## src/rtl/rfalumem_ctrl.sv

```systemverilog
// Multi-cycle control FSM for an RV32I subset datapath (R/I ALU, LW, SW).
// Accepts one instruction per handshake and sequences RF/ALU/memory strobes.
module rfalumem_ctrl #(
  parameter int DATA_WIDTH = 32,
  parameter int NAME_BITS  = 5,
  parameter int CTRL_BITS  = 4,
  parameter int CNT_BITS   = 16
) (
  input  logic                  clk,
  input  logic                  rst,
  input  logic                  instr_valid,
  input  logic [31:0]           instr,
  output logic                  instr_ready,
  output logic [NAME_BITS-1:0]  rs1,
  output logic [NAME_BITS-1:0]  rs2,
  output logic [NAME_BITS-1:0]  ws,
  output logic [CTRL_BITS-1:0]  op,
  output logic                  imm_e,
  output logic [DATA_WIDTH-1:0] imm_d,
  output logic                  reg_we,
  output logic                  mem_re,
  output logic                  mem_we,
  output logic                  done,
  output logic                  illegal,
  output logic [CNT_BITS-1:0]   retired
);

  typedef enum logic [2:0] {
    IDLE, DECODE, EXEC, MEM, WB
  } state_t;

  localparam logic [CTRL_BITS-1:0] OP_AND = CTRL_BITS'(0);
  localparam logic [CTRL_BITS-1:0] OP_OR  = CTRL_BITS'(1);
  localparam logic [CTRL_BITS-1:0] OP_ADD = CTRL_BITS'(2);
  localparam logic [CTRL_BITS-1:0] OP_SUB = CTRL_BITS'(6);
  localparam logic [CTRL_BITS-1:0] OP_SLT = CTRL_BITS'(7);

  state_t                state_q;
  logic                  ready_q, reg_we_q, mem_re_q, mem_we_q;
  logic                  done_q, illegal_q, load_q, store_q;
  logic [NAME_BITS-1:0]  rs1_q, rs2_q, ws_q;
  logic [CTRL_BITS-1:0]  op_q;
  logic                  imm_e_q;
  logic [DATA_WIDTH-1:0] immd_q;
  logic [CNT_BITS-1:0]   retired_q;

  logic [6:0]            opc, f7;
  logic [2:0]            f3;
  logic [DATA_WIDTH-1:0] imm_i, imm_s;
  logic                  legal_d, load_d, store_d, imm_e_d;
  logic [CTRL_BITS-1:0]  op_d;
  logic [DATA_WIDTH-1:0] immd_d;

  assign opc   = instr[6:0];
  assign f3    = instr[14:12];
  assign f7    = instr[31:25];
  assign imm_i = {{(DATA_WIDTH-12){instr[31]}}, instr[31:20]};
  assign imm_s = {{(DATA_WIDTH-12){instr[31]}}, instr[31:25], instr[11:7]};

  // Decoded on the accept edge so fields are visible while in DECODE.
  always_comb begin
    legal_d = 1'b0;
    load_d  = 1'b0;
    store_d = 1'b0;
    imm_e_d = 1'b0;
    op_d    = OP_ADD;
    immd_d  = imm_i;
    unique case (opc)
      7'b0110011: begin
        unique case ({f7, f3})
          10'b0000000_000: begin legal_d = 1'b1; op_d = OP_ADD; end
          10'b0100000_000: begin legal_d = 1'b1; op_d = OP_SUB; end
          10'b0000000_010: begin legal_d = 1'b1; op_d = OP_SLT; end
          10'b0000000_110: begin legal_d = 1'b1; op_d = OP_OR;  end
          10'b0000000_111: begin legal_d = 1'b1; op_d = OP_AND; end
          default: ;
        endcase
      end
      7'b0010011: begin
        imm_e_d = 1'b1;
        unique case (f3)
          3'b000: begin legal_d = 1'b1; op_d = OP_ADD; end
          3'b010: begin legal_d = 1'b1; op_d = OP_SLT; end
          3'b110: begin legal_d = 1'b1; op_d = OP_OR;  end
          3'b111: begin legal_d = 1'b1; op_d = OP_AND; end
          default: ;
        endcase
      end
      7'b0000011: begin
        imm_e_d = 1'b1;
        load_d  = (f3 == 3'b010);
        legal_d = load_d;
      end
      7'b0100011: begin
        imm_e_d = 1'b1;
        immd_d  = imm_s;
        store_d = (f3 == 3'b010);
        legal_d = store_d;
      end
      default: ;
    endcase
  end

  always_ff @(posedge clk or posedge rst) begin
    if (rst) begin
      state_q   <= IDLE;
      ready_q   <= 1'b1;
      reg_we_q  <= 1'b0;
      mem_re_q  <= 1'b0;
      mem_we_q  <= 1'b0;
      done_q    <= 1'b0;
      illegal_q <= 1'b0;
      load_q    <= 1'b0;
      store_q   <= 1'b0;
      rs1_q     <= '0;
      rs2_q     <= '0;
      ws_q      <= '0;
      op_q      <= '0;
      imm_e_q   <= 1'b0;
      immd_q    <= '0;
      retired_q <= '0;
    end else begin
      reg_we_q  <= 1'b0;
      mem_re_q  <= 1'b0;
      mem_we_q  <= 1'b0;
      done_q    <= 1'b0;
      illegal_q <= 1'b0;
      if (done_q) retired_q <= retired_q + CNT_BITS'(1);
      unique case (state_q)
        IDLE: begin
          if (instr_valid && ready_q) begin
            state_q   <= DECODE;
            ready_q   <= 1'b0;
            rs1_q     <= NAME_BITS'(instr[19:15]);
            rs2_q     <= NAME_BITS'(instr[24:20]);
            ws_q      <= NAME_BITS'(instr[11:7]);
            op_q      <= op_d;
            imm_e_q   <= imm_e_d;
            immd_q    <= immd_d;
            illegal_q <= !legal_d;
            load_q    <= load_d;
            store_q   <= store_d;
          end
        end
        DECODE: begin
          if (illegal_q) begin
            state_q <= IDLE;
            ready_q <= 1'b1;
          end else begin
            state_q <= EXEC;
          end
        end
        EXEC: begin
          if (load_q || store_q) begin
            state_q  <= MEM;
            mem_re_q <= load_q;
            mem_we_q <= store_q;
            done_q   <= store_q;
          end else begin
            state_q  <= WB;
            reg_we_q <= |ws_q;
            done_q   <= 1'b1;
          end
        end
        MEM: begin
          if (load_q) begin
            state_q  <= WB;
            mem_re_q <= 1'b1;
            reg_we_q <= |ws_q;
            done_q   <= 1'b1;
          end else begin
            state_q <= IDLE;
            ready_q <= 1'b1;
          end
        end
        WB: begin
          state_q <= IDLE;
          ready_q <= 1'b1;
        end
        default: begin
          state_q <= IDLE;
          ready_q <= 1'b1;
        end
      endcase
    end
  end

  assign instr_ready = ready_q;
  assign rs1         = rs1_q;
  assign rs2         = rs2_q;
  assign ws          = ws_q;
  assign op          = op_q;
  assign imm_e       = imm_e_q;
  assign imm_d       = immd_q;
  assign reg_we      = reg_we_q;
  assign mem_re      = mem_re_q;
  assign mem_we      = mem_we_q;
  assign done        = done_q;
  assign illegal     = illegal_q;
  assign retired     = retired_q;

endmodule

```

## config.mk

```make
export PLATFORM = sky130hd
export DESIGN_NAME = rfalumem_ctrl
export DESIGN_NICKNAME = d
export VERILOG_FILES = /design/src/rtl/rfalumem_ctrl.sv
export SDC_FILE = /design/constraint.sdc
export NUM_CORES = 1
export LEC_CHECK = 0
export ABC_AREA = 1
export CORE_ASPECT_RATIO = 0.75
export CORE_MARGIN = 5
export CORE_UTILIZATION = 48
export DETAILED_ROUTE_END_ITERATION = 10
export GPL_ROUTABILITY_DRIVEN = 0
export HOLD_SLACK_MARGIN = 0.12
export PLACE_DENSITY = 0.95
export SLEW_MARGIN = 25
export SYNTH_ARGS = -nofsm -noshare
export SYNTH_HDL_FRONTEND = slang
export SYNTH_SLANG_ARGS = --single-unit
```

## constraint.sdc

```tcl
create_clock -name clk -period 3.4 [get_ports clk]
set_input_delay 1.02 -clock clk [delete_from_list [all_inputs] [get_ports clk]]
set_output_delay 1.02 -clock clk [all_outputs]
set_load 0.005 [all_outputs]
```

==> results.md, run 1 <==
- Ports: ~110
- Status: finished clean
- Final setup viols: 0
- Yosys warnings: 0
- Max-cap violations: 0
- Post-CTS Resized: 0
- Compound-Gate Fraction of Synth Area: 6.85%
- Layout cells sized above 1: 9.43%
- Width of the die: 101 um
- Area grow syn2layout: 40.3%
- Most frequent cells after synthesis: 110 x nand2_1, 57 x dfrtp_1, 33 x inv_1
- Pwr dens: between 700 and 800 nW/um2
- Cells along the critical path: clkdlybuf4s50_1
- Input/output buffers: between 100 and 150
- Post-Synthesis Cells: 360
- Switch share: between 30% and 40%
- Combinational power share: between 40 and 50%
- Overflow after GRT: 0
- Row count: 24
- Most frequent cell after synthesis: nand2_1
- Sequential share of power: a little over a third
- Final Hold Fails: 0
- Simple-Gate Fraction of Synth Area: 27.8%
- Postcts setup bufs: 0
- Fmax: 375 MHz
- Peak supply drop: 452 uV
- Iter 0 DRT Violations: 129
- CTS tree: built
- Leak: 1.97 nW
- Die height: 78.2 um
- ANT nets after route: 0
- Net Count, Synth: approximately 400
- Post-synth top area share: 47.9%
- Slew @ Worst Pin: ~0.55 ns
- CTS sink count: 58
- Clk Latency, worst-skew pair: 0.33 ns
- Synth Cell Area: 2980 um2
- Hold Crit Class: flop to flop
- Top delay family on crit path: flip-flops
- Max-Slew Margin vs Limit: 63.2%
- GRT Overall Usage: 21.1%
- CTS Buffer Depth: 2
- Adder-cell share of the synthesized area: 0.420%
- Power consumption: 3.15 mW
- Synth cell types: 34
- Final nets: ~490
- Number of synthesized flops with an enable pin: 0
- Detailed-placement wirelength estimate: 6000 um
- Syn avg cell area: approximately 8.3 um2
- DR pass1 iterations: 4
- Worst-path fanout max: 22
- Cell accounting for the most synthesized area: dfrtp_1
- Clock transition at path regs: roughly 0.07 ns
- Crit path required time: 2.38 ns
- Residual DRC: 0
- Synth top area cells: dfrtp_1 48%, nand2_1 14%, buf_4 5.8%
- XOR/XNOR share of the synthesized area: under 10%
- Critical path arrival: 1.64 ns
- Clock power frac: about 23%
- RSZ-0062 raised after global routing: false
- Worst path bufs/invs: 1
- Main synth FF type: dfrtp_1
- Largest family of logic cells by synthesized area: simple AND/OR/NAND/NOR gates
- Global-route wire length before repair: 13,200 um
- Via Count: approximately 2,700
- Slowest stage cell, crit path: dfrtp_1
- Tcrit/Tclk final: 78.4%
- Area of the core: between 5000 and 6000 um2
- WL per Instance: 14.8 um
- Fill cell count: ~450
- Asr flop ratio synth: 100%
- Shortest period the worst path allows: 2.66 ns
- H-tree depth: 3
- Initial antenna violation count: 0
- Hold bufs inserted after CTS: 0
- Die Footprint: 7890 um2
- Worst Setup End Kind: output port
- Setup ws final: 0.736 ns
- Root Buffer: clkbuf_8
- Total CTS buffers: 9
- Cell internal pwr: ~2.1 mW
- Sw Pwr: ~1000 uW
- Register area share after synthesis: between 40% and 50%
- Startpoint types: flop
- Synth Register Bits: 58
- Drt via density: 4.96
- Crit-path max cell delay: 0.69 ns
- Fin. max-slew vios: 0
- Pre-CTS WS: 0.892 ns
- Kind of critical path: flop to output port
- Worst Skew: 0.00635 ns
- Largest net degree at the start of global routing: 38
- Vias in the first global route: 2,748
- Initial Utilization: 50.3%
- N_diodes: 0
- Sum of negative setup slack: 0 ns
- Mux share of post-synthesis cell area: 0%
- Total Wirelength: 7890 um
## metal layers
metal  global-route usage, %  share of wire, %  wire length [um]  vias up
li1                        -                 -                 -     1289
met2                    37.2                53              4150       99
met3                    4.87               6.6               523       12
met5                       0                 0                 0        -
met4                    7.97               1.9               150        0
met1                    25.1                39              3060     1250
## state kept, by name, summed over array words and instances, names as in the netlist, 3 cells and up
register / count
state_q: 3
rs2: 5
imm_d: 12
ws: 5
op: 3
retired: 16
rs1: 5
## final cells by class
type / count / area [um2] / share of cell area [%]
timing repair buffer: 109 / 1100 / 26.3
sequential: 58 / 1450 / 34.8
tap: 78 / 97.6 / 2.34
multi-input combinational: 233 / 1140 / 27.4
clock inverter: 4 / 73.8 / 1.77
inverter: 40 / 153 / 3.66
clock buffer: 12 / 155 / 3.72
## cell usage in the layout, fill, tap and decap left out, drive strengths merged, types with 5 or more instances in the layout
| cell | synthesis | routed |
|---|---|---|
| inv | 40 | 40 |
| a2bb2oi | 5 | 5 |
| nor2 | 35 | 35 |
| nand4 | 5 | 5 |
| a21oi | 10 | 10 |
| nand2 | 115 | 115 |
| clkdlybuf4s50 | 0 | 107 |
| nand3 | 24 | 24 |
| o21ai | 14 | 14 |
| xor2 | 7 | 7 |
| dfrtp | 57 | 57 |
| clkbuf | 1 | 12 |
## path summary, 6_finish.rpt
| check | to | slack, ns | depth (start not counted) | startpoint |
|---|---|---|---|---|
| max | imm_d[30] | 0.74 | 1 | imm_d[11] |
| min | rs2[0] | 0.48 | 2 | rs2[0] |
| max reg2reg | op[2] | 1.85 | 6 | instr_ready |
| min reg2reg | rs2[0] | 0.48 | 2 | rs2[0] |
| max in group asynchronous | imm_d[10] | 1.81 | 3 | rst |
| min in group asynchronous | retired[2] | 1.03 | 2 | rst |
## through the flow
step | instances | area, um2 | hold slack (ns) | util [%]
finish | 534 | 4180 | 0.480 | 70.6
global placement | 518 | 3950 | 0.453 | 66.7
global route | 534 | 4180 | 0.507 | 70.6
CTS | 534 | 4180 | 0.482 | 70.6
detailed placement | 518 | 3950 | 0.462 | 66.7
floorplan | 360 | 2980 | 0.465 | -
## power by group through the flow
stage	sequential (mW)	clock, mW	combinational, mW
floorplan	1.12	0	0.674
global placement	1.13	0	1.25
detailed placement	1.13	0	1.31
CTS	1.13	0.734	1.32
global route	1.17	0.763	1.42
finish	1.13	0.723	1.30
## cells by family after synthesis
group	count (synthesis)
flip-flops	58
AND/OR/NAND/NOR	187
buffers and inverters	69
XOR/XNOR	11
AO/OA/AOI/OAI	33
other	1
adder cells (fa/ha/maj)	1
(Power assumes the default switching activity.)
==> inputs of run 2 (changes only) <==
--- a/config.mk
+++ b/config.mk
@@ -8,11 +8,11 @@
 export ABC_AREA = 1
 export CORE_ASPECT_RATIO = 0.75
 export CORE_MARGIN = 5
-export CORE_UTILIZATION = 48
+export CORE_UTILIZATION = 45
 export DETAILED_ROUTE_END_ITERATION = 10
 export GPL_ROUTABILITY_DRIVEN = 0
 export HOLD_SLACK_MARGIN = 0.12
-export PLACE_DENSITY = 0.95
+export PLACE_DENSITY = 0.93
 export SLEW_MARGIN = 25
 export SYNTH_ARGS = -nofsm -noshare
 export SYNTH_HDL_FRONTEND = slang
==> constraint.sdc (replaced) <==
create_clock -name clk -period 2.6 [get_ports clk]
set_input_delay 0.78 -clock clk [delete_from_list [all_inputs] [get_ports clk]]
set_output_delay 0.78 -clock clk [all_outputs]
set_load 0.005 [all_outputs]
==> run 2 against run 1 <==
- combinational power up 32%
- global-route usage shrank 2.8 points
- sequential cell count stayed put
- via count down 1.5%
- hold slack got worse by 0.0070 ns
- design area shrank 0.93%
- register-to-register slack worse by 0.77 ns
- critical endpoint is now imm_d[21]
- largest cell class unchanged
==> results.md, run 2 (synthesis gave the netlist of run 1 again) <==
- Kind of critical path: flop to output port
- Layout cells sized above 1: 9.85% (+0.42 points)
- Width of the die: 104 um (+3.0%)
- Detailed-placement wirelength estimate: 5830 um (-2.9%)
- Final setup viols: 0 (unchanged)
- Reg2reg path depth: 6 (unchanged)
- Multi-input logic area: 1140 um2 (unchanged)
- Top delay family on crit path: flip-flops
- Vias in the first global route: 2,614 (-4.9%)
- Reg2Reg Setup Slack: 1.08 ns (-0.77 ns)
- Startpoint types: flop
- Clock transition at path regs: 0.07 ns (about the same)
- Global-route wire length before repair: 12,400 um (-6.1%)
- RSZ-0062 raised after global routing: false
- Ports: 109 (unchanged)
- Slowest stage cell, crit path: dfrtp_1
- WL per Instance: 14.1 um (-4.2%)
- Critical path arrival: 1.65 ns (about the same)
- Sum of negative setup slack: 0 ns (unchanged)
- H-tree depth: 3 (unchanged)
- Max-cap violations: 0 (unchanged)
- Peak supply drop: 381 uV (-16%)
- Post-CTS Resized: 0 (unchanged)
- Crit path required time: 1.82 ns (-0.56 ns)
- Hold Crit Class: flop to flop
- Overflow after GRT: 0 (unchanged)
- Crit-path max cell delay: 0.69 ns (about the same)
- CTS sink count: 58 (unchanged)
- Fmax: 412 MHz
- ANT nets after route: 0 (unchanged)
- CTS Buffer Depth: 2 (unchanged)
- Slew @ Worst Pin: 0.550 ns (-0.00299 ns)
- FF-to-FF Start: instr_ready
- Initial antenna violation count: 0 (unchanged)
- Iter 0 DRT Violations: 172 (+33%)
- Fill cell count: 530 (+18%)
- Final Hold Fails: 0 (unchanged)
- Total CTS buffers: 9 (unchanged)
- N_diodes: 0 (unchanged)
- Status: finished clean
- Worst r2r dst: op[2]
- Fin. max-slew vios: 0 (unchanged)
- Area of the core: 6380 um2 (+7.9%)
- Initial Utilization: 46.6% (-3.7 points)
- Worst Setup End Kind: output port
- Residual DRC: 0 (unchanged)
- Area grow syn2layout: 39.0%
- Worst path bufs/invs: 1 (unchanged)
- Row count: 25 (+4.2%)
- Postcts setup bufs: 0 (unchanged)
- Die Footprint: 8360 um2 (+5.9%)
- Worst Skew: 0.00936 ns (+0.00300 ns)
- Largest net degree at the start of global routing: 59 (+55%)
- Tcrit/Tclk final: 93.3%
- Leak: 1.94 nW (-1.4%)
- Register area: 1450 um2 (unchanged)
- Most frequent cells in the layout: 110 x nand2_1, 107 x clkdlybuf4s50_1, 57 x dfrtp_1
- Most common cell after layout, fill and taps aside: nand2_1
- Shortest period the worst path allows: 2.43 ns
- Hold bufs inserted after CTS: 0 (unchanged)
- Max-Slew Margin vs Limit: 63.4% (+0.20 points)
- Clk Latency, worst-skew pair: 0.32 ns (about the same)
- Cells along the critical path: clkdlybuf4s50_1
- Total Wirelength: 7610 um (-3.5%)
- GRT Overall Usage: 18.3% (-2.8 points)
- Drt via density: 4.85 (-2.2%)
- Max FFs per register: 16 (unchanged)
- CTS tree: built
- Final nets: 488 (+0.21%)
- Hold EP: rs1[2]
- Hold Path Origin: rs1[2]
- Root Buffer: clkbuf_8
- Input/output buffers: 107 (unchanged)
- Worst-path fanout max: 22 (unchanged)
- Hold Path Cell Cnt: 2 (unchanged)
- DR pass1 iterations: 4 (unchanged)
- Die height: 80.4 um (+2.9%)
- Via Count: 2,610 (-1.5%)
- Power consumption: 3.91 mW (+24%)
- Pwr dens: 946 nW/um2 (+25%)
==> run 2: cell types whose count changed in the layout (fill, tap and decap cells not counted) <==
cell,change
bufinv_16,-2
clkinvlp_4,+3
buf_4,+1
clkbuf_1,-1
clkbuf_8,-1
inv_6,+1
clkinv_2,+1
clkinv_4,-1
==> run 2: through the flow <==
step | hold slack (ns) | instance area [um2] | setup slack [ns] | std cells | utilization [%]
final | 0.473 | 4140 | 0.174 | 538 | 64.8
after floorplan | 0.465 | 2980 | 0.394 | 360 | -
after detailed placement | 0.458 | 3960 | 0.372 | 522 | 62.0
after global routing | 0.507 | 4140 | 0.0504 | 538 | 64.8
after CTS | 0.482 | 4140 | 0.133 | 538 | 64.8
after global placement | 0.455 | 3960 | 0.441 | 522 | 62.0
==> run 2: where the power goes <==
group	internal, mW	switching [mW]	total [mW]
logic	1.01	0.696	1.71
registers	1.22	0.255	1.47
clock network	0.371	0.365	0.736
==> run 2: final cells by class <==
class / instances / area share [%]
flip-flops and latches: 58 / 35.1
multi-input cells: 233 / 27.7
repair buffers: 110 / 26.7
inverters: 40 / 3.69
clock buffers: 10 / 3.33
well taps: 81 / 2.45
clock inverters: 6 / 0.998
==> run 2: worst register-to-register path: stages, from the launching register on <==
cell and delay, ns:
dfstp_2 0.54, nand2_1 0.10, nor2_2 0.17, buf_4 0.32, nand2_1 0.09, a21oi_1 0.12, nor2_1 0.06
==> run 2: worst max-delay path by stage <==
stage	slack (ns)	from	cells after the start	end
2_1_floorplan	0.39	rst	1	done
6_report	0.17	imm_d[11]	1	imm_d[21]
5_1_grt	0.05	imm_d[11]	1	imm_d[21]
3_5_place_dp	0.37	instr[4]	5	imm_d[0]
3_3_place_gp	0.44	instr_valid	7	op[2]
4_1_cts	0.13	imm_d[11]	1	imm_d[21]
==> run 2: routing by layer <==
layer / track usage, % / wire length [um] / vias up
met5: 0 / 0 / -
met4: 5.56 / 87 / 0
met3: 4.82 / 423 / 6
met2: 32.6 / 3910 / 86
met1: 21.7 / 3190 / 1230
li1: - / - / 1288
==> inputs of run 3 (changes only) <==
==> constraint.sdc (replaced) <==
create_clock -name clk -period 2.6 [get_ports clk]
set_input_delay 0.26 -clock clk [delete_from_list [all_inputs] [get_ports clk]]
set_output_delay 0.26 -clock clk [all_outputs]
set_load 0.005 [all_outputs]
==> run 3 against run 2 <==
- worst setup slack improved by 0.51 ns
- first-iteration DRC count decreased by 5.8%
- design area is 1.2% higher
- routed wire length is 1.2% higher
- utilization is 0.78 points higher
- die area is the same
- largest cell class unchanged
==> results.md, run 3 (synthesis gave the netlist of run 1 again) <==
- Status: finished clean
- Ports: 109 (unchanged)
- Switch share: 31.8% (-1.8 points)
- Clock power frac: 23.2% (+4.4 points)
- Slowest stage cell, crit path: dfrtp_1
- Drt via density: 4.92 (+1.4%)
- CTS Buffer Depth: 2 (unchanged)
- Via Count: 2,647 (+1.4%)
- Hold Crit Class: input port to asynchronous set/reset pin
- Worst Skew: 0.0112 ns (+0.00186 ns)
- Startpoint types: flop
- ANT nets after route: 0 (unchanged)
- Most frequent cells in the layout: 110 x nand2_1, 107 x clkdlybuf4s50_1, 57 x dfrtp_1
- Pwr dens: 989 nW/um2 (+4.5%)
- Hold bufs inserted after CTS: 0 (unchanged)
- RSZ-0062 raised after global routing: false
- WL per Instance: 14.3 um (+1.2%)
- Max-Slew Margin vs Limit: 58.7% (-4.6 points)
- Tcrit/Tclk final: 73.9% (-19 points)
- Slew @ Worst Pin: 0.618 ns (+0.0685 ns)
- Worst path bufs/invs: 1 (unchanged)
- Initial Utilization: 46.6% (unchanged)
- Postcts setup bufs: 0 (unchanged)
- CTS tree: built
- Shortest period the worst path allows: 1.92 ns (-0.505 ns)
- Register area: 1450 um2 (unchanged)
- Die height: 80.4 um (unchanged)
- Max FFs per register: 16 (unchanged)
- Largest net degree at the start of global routing: 30 (-49%)
- Combinational power share: 41.1% (-2.5 points)
- Residual DRC: 0 (unchanged)
- Leak: 1.97 nW (+1.6%)
- Global-route wire length before repair: 12,700 um (+2.4%)
- Worst path depth: 1 (unchanged)
- Multi-input logic area: 1140 um2 (unchanged)
- DR pass1 iterations: 5 (+1)
- Worst Setup End Kind: output port
- Cells along the critical path: clkdlybuf4s50_1
- Pre-CTS WS: 0.611 ns (+0.239 ns)
- Top delay family on crit path: flip-flops
- Post-CTS Resized: 0 (unchanged)
- Fin. max-slew vios: 0 (unchanged)
- Overflow after GRT: 0 (unchanged)
- Util after Layout: 65.6% (+0.78 points)
- Fill cell count: 548 (+3.4%)
- Total CTS buffers: 9 (unchanged)
- Layout cells sized above 1: 9.63% (-0.22 points)
- Fmax: 521 MHz (+26%)
- Crit-path max cell delay: 0.70 ns (about the same)
- GRT Overall Usage: 18.9% (+0.59 points)
- Peak supply drop: 435 uV (+14%)
- Clk Latency, worst-skew pair: 0.34 ns (+0.02 ns)
- Most common cell after layout, fill and taps aside: nand2_1
- Iter 0 DRT Violations: 162 (-5.8%)
- Input/output buffers: 107 (unchanged)
- Final Hold Fails: 0 (unchanged)
- Critical path arrival: 1.66 ns (about the same)
- Clock transition at path regs: 0.07 ns (about the same)
- Area grow syn2layout: 40.6%
- Sequential share of power: 35.6% (-2.0 points)
- Crit path required time: 2.34 ns (+0.52 ns)
- Initial antenna violation count: 0 (unchanged)
- Reg2reg path depth: 5 (-1)
- Final setup viols: 0 (unchanged)
- Row count: 25 (unchanged)
- Cell internal pwr: 2.82 mW (+8.7%)
- Area of the core: 6380 um2 (unchanged)
- Die Footprint: 8360 um2 (unchanged)
- Sum of negative setup slack: 0 ns (unchanged)
- Detailed-placement wirelength estimate: 5870 um (+0.65%)
- Setup ws final: 0.680 ns (+0.505 ns)
- Root Buffer: clkbuf_8
- CTS sink count: 58 (unchanged)
- Worst-path fanout max: 22 (unchanged)
- Max-cap violations: 0 (unchanged)
- Width of the die: 104 um (unchanged)
- Final nets: 488 (unchanged)
- Sw Pwr: 1.32 mW (+0.11%)
- Kind of critical path: flop to output port
- Vias in the first global route: 2,647 (+1.3%)
- H-tree depth: 3 (unchanged)
- Total Wirelength: 7700 um (+1.2%)
- N_diodes: 0 (unchanged)
[run 3: cell count changes in the layout (fill, tap and decap cells not counted), sizes merged]
cell,delta
bufinv,+2
clkbuf,+2
clkinvlp,-3
inv,-1
[run 3: layout make-up]
| type | count | share of cell area, % |
|---|---|---|
| sequential | 58 | 34.7 |
| multi-input combinational | 233 | 27.3 |
| clock inverter | 4 | 1.76 |
| timing repair buffer | 110 | 26.4 |
| clock buffer | 12 | 3.71 |
| inverter | 40 | 3.65 |
| tap | 81 | 2.42 |
[run 3: worst paths after layout]
kind | to | startpoint | slack, ns
max | imm_d[22] | imm_d[11] | 0.68
min | rs1[3] | rst | 0.32
max reg2reg | imm_d[0] | instr_ready | 0.82
min reg2reg | rs2[3] | rs2[3] | 0.48
max in group asynchronous | instr_ready | rst | 1.57
min in group clk | rs1[0] | instr[15] | 0.46
[run 3: metal layers]
metal  routed length, um  global-route usage [%]  vias up  part of all wire [%]
met5                   0                       0        -                     0
met4                 168                    7.76        0                   2.2
met3                 550                    5.06       17                   7.1
met2                3920                    33.4      103                    51
met1                3070                    21.8     1243                    40
li1                    -                       -     1284                     -
[run 3: stage by stage]
step | area (um2) | instances | hold slack, ns | power [mW]
finish | 4190 | 538 | 0.318 | 4.14
global route | 4190 | 538 | 0.370 | 4.40
CTS | 4190 | 538 | 0.333 | 4.18
detailed placement | 3960 | 522 | 0.462 | 3.21
global placement | 3960 | 522 | 0.458 | 3.13
floorplan | 2980 | 360 | 0.377 | 2.34
[run 3: power groups by stage]
stage | logic [mW] | clock network [mW] | registers, mW
2_1_floorplan | 0.882 | 0 | 1.46
3_3_place_gp | 1.66 | 0 | 1.47
3_5_place_dp | 1.73 | 0 | 1.48
4_1_cts | 1.73 | 0.975 | 1.48
5_1_grt | 1.86 | 1.01 | 1.52
6_report | 1.70 | 0.962 | 1.48
